File: src/rtl/penc_norm_pipe.sv
// penc_norm_pipe
//
// Two-stage pipelined priority encoder and normaliser with valid/ready
// handshakes on both sides.
//
// Stage 1 finds the selected set bit of the incoming word and registers it
// along with the word, the mode, the all-zero flag and the zero count.
// Stage 2 applies the normalising shift and registers every output field.
//
// Mode 0 (MSB priority):
//   out_pos  = index of the highest set bit
//   out_cnt  = leading-zero count
//   out_norm = word shifted left by out_cnt
// Mode 1 (LSB priority):
//   out_pos  = index of the lowest set bit
//   out_cnt  = trailing-zero count
//   out_norm = word shifted right (logical) by out_cnt
// An all-zero word gives out_zero=1, out_pos=0, out_cnt=WIDTH and out_norm=0.
//
// Ports:
//   clk        rising-edge clock
//   rst_n      synchronous active-low reset
//   in_valid   input word offered
//   in_ready   block accepts the input word this cycle
//   in_data    word to encode (WIDTH bits)
//   in_mode    0 = MSB priority, 1 = LSB priority
//   out_valid  result present
//   out_ready  consumer takes the result
//   out_pos    bit index of the selected set bit (LW bits)
//   out_zero   input word was all zeros
//   out_cnt    leading- or trailing-zero count (LW+1 bits)
//   out_norm   normalised word (WIDTH bits)

module penc_norm_pipe #(
  parameter int WIDTH = 32,
  parameter int LW    = $clog2(WIDTH)
) (
  input  logic             clk,
  input  logic             rst_n,
  input  logic             in_valid,
  output logic             in_ready,
  input  logic [WIDTH-1:0] in_data,
  input  logic             in_mode,
  output logic             out_valid,
  input  logic             out_ready,
  output logic [LW-1:0]    out_pos,
  output logic             out_zero,
  output logic [LW:0]      out_cnt,
  output logic [WIDTH-1:0] out_norm
);

  localparam logic [LW:0] TOP_IDX      = (LW+1)'(WIDTH-1);
  localparam logic [LW:0] ALL_ZERO_CNT = (LW+1)'(WIDTH);

  // Stage 1 registers
  logic             s1_valid;
  logic [WIDTH-1:0] s1_data;
  logic             s1_mode;
  logic [LW-1:0]    s1_pos;
  logic             s1_zero;
  logic [LW:0]      s1_cnt;

  // Encoder results for the word currently on in_data
  logic [LW-1:0]    enc_pos;
  logic             enc_zero;
  logic [LW:0]      enc_cnt;

  logic             s1_load;
  logic             s2_load;
  logic [WIDTH-1:0] shifted;

  // out_valid doubles as the stage 2 valid flag. The load enables depend
  // only on register state and out_ready, so in_valid never reaches in_ready.
  assign s2_load  = !out_valid || out_ready;
  assign s1_load  = !s1_valid || s2_load;
  assign in_ready = s1_load;

  // Priority encoder: the loop direction makes the last hit win, so the
  // ascending scan yields the highest set bit and the descending scan the
  // lowest one.
  always_comb begin
    enc_pos  = '0;
    enc_zero = (in_data == '0);
    if (in_mode) begin
      for (int i = WIDTH-1; i >= 0; i--) begin
        if (in_data[i]) enc_pos = LW'(i);
      end
    end else begin
      for (int i = 0; i < WIDTH; i++) begin
        if (in_data[i]) enc_pos = LW'(i);
      end
    end
    if (enc_zero) begin
      enc_cnt = ALL_ZERO_CNT;
    end else if (in_mode) begin
      enc_cnt = {1'b0, enc_pos};
    end else begin
      enc_cnt = TOP_IDX - {1'b0, enc_pos};
    end
  end

  always_ff @(posedge clk) begin
    if (!rst_n) begin
      s1_valid <= 1'b0;
      s1_data  <= '0;
      s1_mode  <= 1'b0;
      s1_pos   <= '0;
      s1_zero  <= 1'b0;
      s1_cnt   <= '0;
    end else if (s1_load) begin
      s1_valid <= in_valid;
      if (in_valid) begin
        s1_data <= in_data;
        s1_mode <= in_mode;
        s1_pos  <= enc_pos;
        s1_zero <= enc_zero;
        s1_cnt  <= enc_cnt;
      end
    end
  end

  // A zero word carries cnt=WIDTH; shifting it by the full width still
  // yields zero, so no special case is needed here.
  always_comb begin
    shifted = s1_mode ? (s1_data >> s1_cnt) : (s1_data << s1_cnt);
  end

  always_ff @(posedge clk) begin
    if (!rst_n) begin
      out_valid <= 1'b0;
      out_pos   <= '0;
      out_zero  <= 1'b0;
      out_cnt   <= '0;
      out_norm  <= '0;
    end else if (s2_load) begin
      out_valid <= s1_valid;
      if (s1_valid) begin
        out_pos  <= s1_pos;
        out_zero <= s1_zero;
        out_cnt  <= s1_cnt;
        out_norm <= shifted;
      end
    end
  end

endmodule

File: config.mk
export PLATFORM = sky130hd
export DESIGN_NAME = penc_norm_pipe
export DESIGN_NICKNAME = d
export VERILOG_FILES = /design/src/rtl/penc_norm_pipe.sv
export SDC_FILE = /design/constraint.sdc
export NUM_CORES = 1
export LEC_CHECK = 0
export ABC_AREA = 1
export CORE_ASPECT_RATIO = 1.75
export CORE_MARGIN = 2
export CORE_UTILIZATION = 50
export CTS_CLUSTER_DIAMETER = 120
export DETAILED_ROUTE_END_ITERATION = 12
export MAX_ROUTING_LAYER = met4
export PLACE_DENSITY = 0.73
export SETUP_SLACK_MARGIN = 0.5
export SLEW_MARGIN = 25
export SYNTH_ARGS = -nofsm -noshare
export SYNTH_HDL_FRONTEND = slang
export SYNTH_SLANG_ARGS = --single-unit
File: constraint.sdc
create_clock -name clk -period 2.95 [get_ports clk]
set_input_delay 0.295 -clock clk [delete_from_list [all_inputs] [get_ports clk]]
set_output_delay 0.295 -clock clk [all_outputs]
set_load 0.01 [all_outputs]
==> results of run 1 <==
==> Yosys cell counts <==
cell type | instances | share of area [%]
nand4_1 | 4 | 0.38
o31ai_1 | 2 | 0.23
clkbuf_4 | 1 | 0.11
a221oi_1 | 2 | 0.26
a31oi_1 | 4 | 0.38
nor3_1 | 5 | 0.38
nand3_1 | 36 | 2.7
dfxtp_1 | 89 | 27
a211oi_1 | 4 | 0.45
clkbuf_1 | 62 | 3.5
nor2_1 | 82 | 4.6
o21bai_1 | 1 | 0.11
buf_2 | 9 | 0.68
a2111oi_0 | 1 | 0.13
o21ai_0 | 84 | 6.3
o311ai_1 | 3 | 0.39
o211ai_1 | 13 | 1.5
o2111ai_1 | 11 | 1.4
inv_1 | 82 | 4.6
or2_2 | 1 | 0.094
o21a_1 | 1 | 0.11
mux2i_1 | 15 | 2.3
buf_1 | 14 | 0.79
a32oi_1 | 2 | 0.26
o21ai_1 | 99 | 7.4
clkinv_1 | 12 | 0.68
a21oi_2 | 2 | 0.26
o22ai_1 | 3 | 0.28
nand2_1 | 350 | 20
a21oi_1 | 150 | 11
a2bb2oi_1 | 2 | 0.26
inv_2 | 26 | 1.5
buf_4 | 1 | 0.11
==> layer usage <==
layer | part of all wire, % | vias to the layer above | global-route usage, %
li1 | - | 3934 | -
met3 | 3.7 | 62 | 4.72
met1 | 39 | 3478 | 34.4
met4 | 6.4 | 0 | 18.7
met2 | 50 | 223 | 55.2
met5 | 0 | - | -
==> cell families (layout without fill, tap and decap cells) <==
family,Yosys count,count (layout),synth area share [%]
AOI/OAI and AO/OA,384,384,31.1
buffers and inverters,207,247,12.0
DFF,89,89,26.8
muxes,15,15,2.26
and+or+nand+nor,478,478,27.9
==> sequential cells by signal, summed over array words and instances (netlist names) <==
name and cells:
out_norm 32, s1_pos 5, s1_cnt 5, s1_mode 1, s1_zero 1, out_valid 1, out_cnt 5, s1_valid 1
out_pos 5, out_zero 1, s1_data 32
==> repair_timing <==
action,4_1_cts,5_1_grt
setup endpoints to repair,1,9
gates resized for setup,1,25
pin swaps,0,1
==> where the power goes <==
part / internal (mW) / total [mW] / switching [mW]
registers: 1.28 / 1.33 / 0.0527
logic: 0.395 / 1.08 / 0.689
clock network: 0.596 / 1.14 / 0.546
total: 2.27 / 3.56 / 1.29
==> per-stage QoR <==
stage	instances	setup slack [ns]	power, mW	util, %
2_1_floorplan	1173	1.01	2.04	-
3_3_place_gp	1368	0.177	2.41	58.8
3_5_place_dp	1368	0.163	2.42	58.8
4_1_cts	1384	0.508	3.55	61.2
5_1_grt	1384	0.498	3.74	61.7
6_report	1384	0.578	3.56	61.7
==> critical path: cells and delay by family (launching register included) <==
| family | cells | cell delay (ns) |
|---|---|---|
| and+or+nand+nor | 3 | 0.26 |
| AOI/OAI and AO/OA | 5 | 0.88 |
| buffers and inverters | 2 | 0.30 |
| DFF | 1 | 0.43 |
| muxes | 1 | 0.44 |
==> placed cells by master (no fill, tap or decap), types with 2 or more instances in the layout <==
| cell type | count |
|---|---|
| nand3_1 | 36 |
| buf_4 | 24 |
| clkdlybuf4s50_1 | 71 |
| dlymetal6s2s_1 | 11 |
| a221oi_2 | 2 |
| a2bb2oi_1 | 2 |
| nor3_1 | 5 |
| mux2i_1 | 15 |
| inv_1 | 80 |
| a21oi_2 | 2 |
| nand4_1 | 4 |
| a211oi_1 | 3 |
| nor2_1 | 82 |
| nand2_1 | 348 |
| dfxtp_1 | 88 |
| o22ai_1 | 2 |
| o31ai_1 | 2 |
| buf_12 | 4 |
| o211ai_1 | 13 |
| o21ai_1 | 99 |
| clkinvlp_4 | 3 |
| o21ai_0 | 83 |
| a21oi_1 | 150 |
| a32oi_1 | 2 |
| a31oi_1 | 4 |
| clkbuf_16 | 9 |
| o2111ai_1 | 11 |
| inv_2 | 30 |
| inv_8 | 3 |
| clkinv_1 | 10 |
| nand2_2 | 2 |
| o311ai_1 | 3 |
==> layout make-up <==
type                    count  area, um2
clock buffers               9        225
fillers                  1391       4960
clock inverters             7       72.6
inverters                 120        450
well taps                 171        214
repair buffers            111       1120
flip-flops and latches     89       1780
multi-input cells         877       4120
==> how the worst max path moves through the flow <==
| stage | end | slack (ns) | depth (start not counted) |
|---|---|---|---|
| CTS | out_norm[5]$_SDFFE_PN0P_ | 0.51 | 11 |
| global route | out_norm[27]$_SDFFE_PN0P_ | 0.50 | 11 |
| detailed placement | s1_pos[0]$_SDFFE_PN0P_ | 0.16 | 35 |
| finish | out_norm[27]$_SDFFE_PN0P_ | 0.58 | 11 |
| floorplan | s1_cnt[0]$_SDFFE_PN0P_ | 1.01 | 35 |
| global placement | s1_cnt[0]$_SDFFE_PN0P_ | 0.18 | 36 |
==> reports/summary.txt, run 1 <==
Die Y -> 157 um
largest net degree at the start of global routing -> 63
reg2reg setup slack -> 0.58 ns
Worst Hold Depth -> 3
number of H-tree levels -> 3
final setup fails -> 0
synthesized area -> 6660 um2
Max Freq -> 422 MHz
minimum clock period -> 2.37 ns
DRC viols -> 0
Reg-to-Reg End -> out_norm[27]$_SDFFE_PN0P_
row cnt -> 55
post-CTS setup buffers -> 0
Slew @ Worst Pin -> 0.620 ns
clock root buffer -> clkbuf_16
share of cells above drive strength 1 -> 7.17%
CTS clk-pin slew, worst paths -> 0.08 ns
setup repair after global routing missed its margin -> no
antenna cells -> 0
clock insertion delay at the later pin of the skew report -> 0.35 ns
initial antenna violation count -> 0
CTS tree -> built
GP Congestion -> 1.05
total vias in the final route -> 7697
vias in the first global route -> 6982
critical path type -> flop to flop
Initial Utilization -> 51.4%
Syn Area/Cell -> 5.67 um2
max incr delay on CP -> 0.44 ns
area of the core -> 12900 um2
final antenna-violating net count -> 0
Hold Slack -> 0.258 ns
CP max FO -> 26
die extent in x -> 91.2 um
post-synthesis register bit count -> 89
Routed WL per cell -> 15.7 um
Setup TNS Final -> 0 ns
cell count after synthesis -> 1173
crit path max-delay cell type -> mux2i_1
Distinct cells, synth -> 33
Pins Over Slew Limit -> 0
TritonCTS Sinks -> 89
Arr. time, crit path -> 2.66 ns
Tcrit/Tclk final -> 80.4%
DP Area -> 7610 um2
R2R Path Start -> s1_cnt[0]$_SDFFE_PN0P_
GRT overflow -> 0
hold_buf cts -> 0
TritonCTS buffer count -> 9
worst hold path class -> primary input to flop
max_cap viols -> 0
Max clock buf depth -> 2
# port buffers -> 82
CP endpoint kind -> flop
hpwl dp -> 17.2 mm
sequential area share after synthesis -> 26.8%
status -> finished clean
first drt pass iteration count -> 6
first-pass GRT wire length -> 35.3 mm
Global Route Usage Sum -> 31.9%
static leakage -> 3.62 nW
CP startpoint -> s1_cnt[0]$_SDFFE_PN0P_
Total Wirelength -> 21.8 mm
Startpoint Class -> flop
Hold EP -> s1_data[6]$_SDFFE_PN0P_
VDD IR max -> 0.289 mV
Cell Chain, Critical Path -> buf_6 -> nand2_1 -> inv_2 -> a21oi_1 -> nand2_1 -> o21ai_0 -> mux2i_1 -> o21ai_0 -> a211oi_1 -> a21oi_1 -> nor2_1
Hold Vio Cnt, Final -> 0
max_slew headroom -> 58.6%
Layout Cell Area excl Fill -> 7980 um2
Synth Warn # -> 0
die footprint -> 14300 um2
R2R cell count -> 11
nets -> 1245
syn_nets -> 1210
# IOs -> 83
area growth from synthesis to layout -> 19.9%
hold path start -> in_data[6]
skew final -> 0.0123 ns
drt via density -> 5.56
Initial DRC Count -> 456
WP data required -> 3.24 ns
Power Dens Cells -> 446 nW/um2
(Power assumes the default switching activity.)
==> run 2, diff against run 1 <==
clock period = 2.3 ns   (was 2.95 ns; I/O delays follow)
==> run 2 against run 1 <==
Effect of this change: clock power up 28%; count of clock-buffer cells in the layout unchanged; cell area up 31%; first-iteration DRC count up 110%; die area unchanged; global-route usage up 4.2 points; non-clock buffer count up 130; sequential power up 31%; flip-flop and latch count unchanged; fmax up 6.9%.
==> reports/summary.txt, run 2 (synthesized netlist as in run 1, its figures left out) <==
first drt pass iteration count -> 6 (unchanged)
die extent in x -> 91.2 um (unchanged)
commonest non-fill, non-tap cell in the layout -> nand2_1
Slew @ Worst Pin -> 0.783 ns (+0.162 ns)
drt via density -> 6.01 (+8.0%)
VDD IR max -> 0.392 mV (+36%)
DP Area -> 8110 um2 (+6.5%)
Startpoint Class -> flop
skew final -> 0.0148 ns (+0.00250 ns)
clock insertion delay at the later pin of the skew report -> 0.36 ns (about the same)
Initial DRC Count -> 940 (+110%)
# IOs -> 83 (unchanged)
max_slew headroom -> 47.8% (-11 points)
number of fill cells -> 936 (-33%)
total vias in the final route -> 9093 (+18%)
max_cap viols -> 0 (unchanged)
CP endpoint kind -> flop
first-pass GRT wire length -> 40.1 mm (+14%)
Die Y -> 157 um (unchanged)
most frequent cells in the layout -> nand2_1 (289), buf_4 (119), a21oi_1 (105), dfxtp_1 (87), nor2_1 (65)
area of the core -> 12900 um2 (unchanged)
minimum clock period -> 2.22 ns (-0.153 ns)
Tcrit/Tclk final -> 96.5% (+16 points)
area growth from synthesis to layout -> 56.6%
Global Route Usage Sum -> 36.0% (+4.2 points)
TritonCTS Sinks -> 89 (unchanged)
static leakage -> 4.56 nW (+26%)
CTS tree -> built
largest net degree at the start of global routing -> 63 (unchanged)
Layout Cell Area excl Fill -> 10400 um2 (+31%)
antenna cells -> 0 (unchanged)
clock root buffer -> clkbuf_16
WP data required -> 2.53 ns (-0.71 ns)
Pins Over Slew Limit -> 0 (unchanged)
CTS clk-pin slew, worst paths -> 0.08 ns (about the same)
Hold Vio Cnt, Final -> 0 (unchanged)
number of H-tree levels -> 3 (unchanged)
row cnt -> 55 (unchanged)
setup repair after global routing missed its margin -> yes
share of cells above drive strength 1 -> 35.0% (+28 points)
Total Wirelength -> 28.1 mm (+29%)
total power draw -> 5.37 mW (+51%)
DRC viols -> 0 (unchanged)
Max Freq -> 451 MHz (+6.9%)
initial antenna violation count -> 0 (unchanged)
Arr. time, crit path -> 2.45 ns (-0.21 ns)
Power Dens Cells -> 515 nW/um2 (+16%)
hpwl dp -> 17.2 mm (+0.19%)
die footprint -> 14300 um2 (unchanged)
status -> finished clean
vias in the first global route -> 8088 (+16%)
Routed WL per cell -> 18.6 um (+18%)
TritonCTS buffer count -> 9 (unchanged)
worst hold path class -> primary input to flop
final setup fails -> 0 (unchanged)
Setup TNS Final -> 0 ns (unchanged)
Initial Utilization -> 51.4% (unchanged)
CP max FO -> 5 (-81%)
largest registers -> out_norm x32, s1_data x32
GP Congestion -> 0.957 (-9.1%)
nets -> 1375 (+10%)
GRT overflow -> 0 (unchanged)
# port buffers -> 82 (unchanged)
critical path type -> flop to flop
final antenna-violating net count -> 0 (unchanged)
Max clock buf depth -> 2 (unchanged)
[run 2: changes by cell type in the layout (fill, tap and decap cells not counted), moves of 20 or more]
cell | previous run | this run
o21ai_1 | 99 | 48
nand2_2 | 2 | 48
nand2_1 | 348 | 289
o21ai_2 | 1 | 56
o21ai_0 | 83 | 63
a21oi_2 | 2 | 41
a21oi_1 | 150 | 105
buf_4 | 24 | 119
[run 2: critical path, cell delays in order, from the launching register on]
cell       delay [ns]
dfxtp_4          0.40
buf_12           0.15
buf_16           0.14
nand2_4          0.06
inv_4            0.03
a21oi_2          0.12
inv_1            0.11
o21ai_1          0.14
inv_1            0.08
o21ai_2          0.15
nor2_1           0.09
a2111oi_4        0.24
a211oi_2         0.07
buf_4            0.17
a21oi_2          0.09
nor2_1           0.05
[run 2: repair_timing]
item | CTS | global route
resized for setup | 152 | 251
pin swaps | 50 | 95
hold buffers | 0 | 0
cloned | 4 | 5
hold endpoints to repair | 0 | 0
buffers inserted | 49 | 19
setup endpoints to repair | 39 | 45
[run 2: path summary, 6_finish.rpt]
check             slack, ns                      start  cells past startpoint                        end
hold / removal         0.22                in_data[30]                      4   s1_data[30]$_SDFFE_PN0P_
setup reg to reg       0.08     s1_cnt[0]$_SDFFE_PN0P_                     15   out_norm[4]$_SDFFE_PN0P_
setup / recovery       0.08     s1_cnt[0]$_SDFFE_PN0P_                     15   out_norm[4]$_SDFFE_PN0P_
hold reg to reg        0.46  out_norm[10]$_SDFFE_PN0P_                      2  out_norm[10]$_SDFFE_PN0P_
[run 2: area by class of cell]
class,count,area (um2),share of cell area (%)
Tap cell,171,214,2.05
Clock buffer,9,225,2.16
Inverter,120,489,4.70
Clock inverter,7,68.8,0.660
Sequential cell,89,1790,17.1
Multi-Input combinational cell,877,5240,50.3
Timing Repair Buffer,241,2390,23.0
[run 2: per-layer routing]
layer	part of all wire (%)	GRT usage [%]
met5	0	-
met4	9.7	26.1
met3	5.9	5.01
met2	50	62.1
met1	34	37.3
[run 2: stage by stage]
step	utilization, %	setup slack, ns	instances	hold WS [ns]
floorplan	-	0.457	1173	0.351
global placement	62.7	-0.426	1421	0.452
detailed placement	62.7	-0.438	1421	0.455
CTS	71.4	0.215	1490	0.198
global route	80.5	-0.0590	1514	0.228
finish	80.5	0.0804	1514	0.221
[run 2: power by group]
group / switching (mW) / internal (mW)
sequential: 0.0997 / 1.64
combinational: 1.23 / 0.931
clock: 0.705 / 0.759
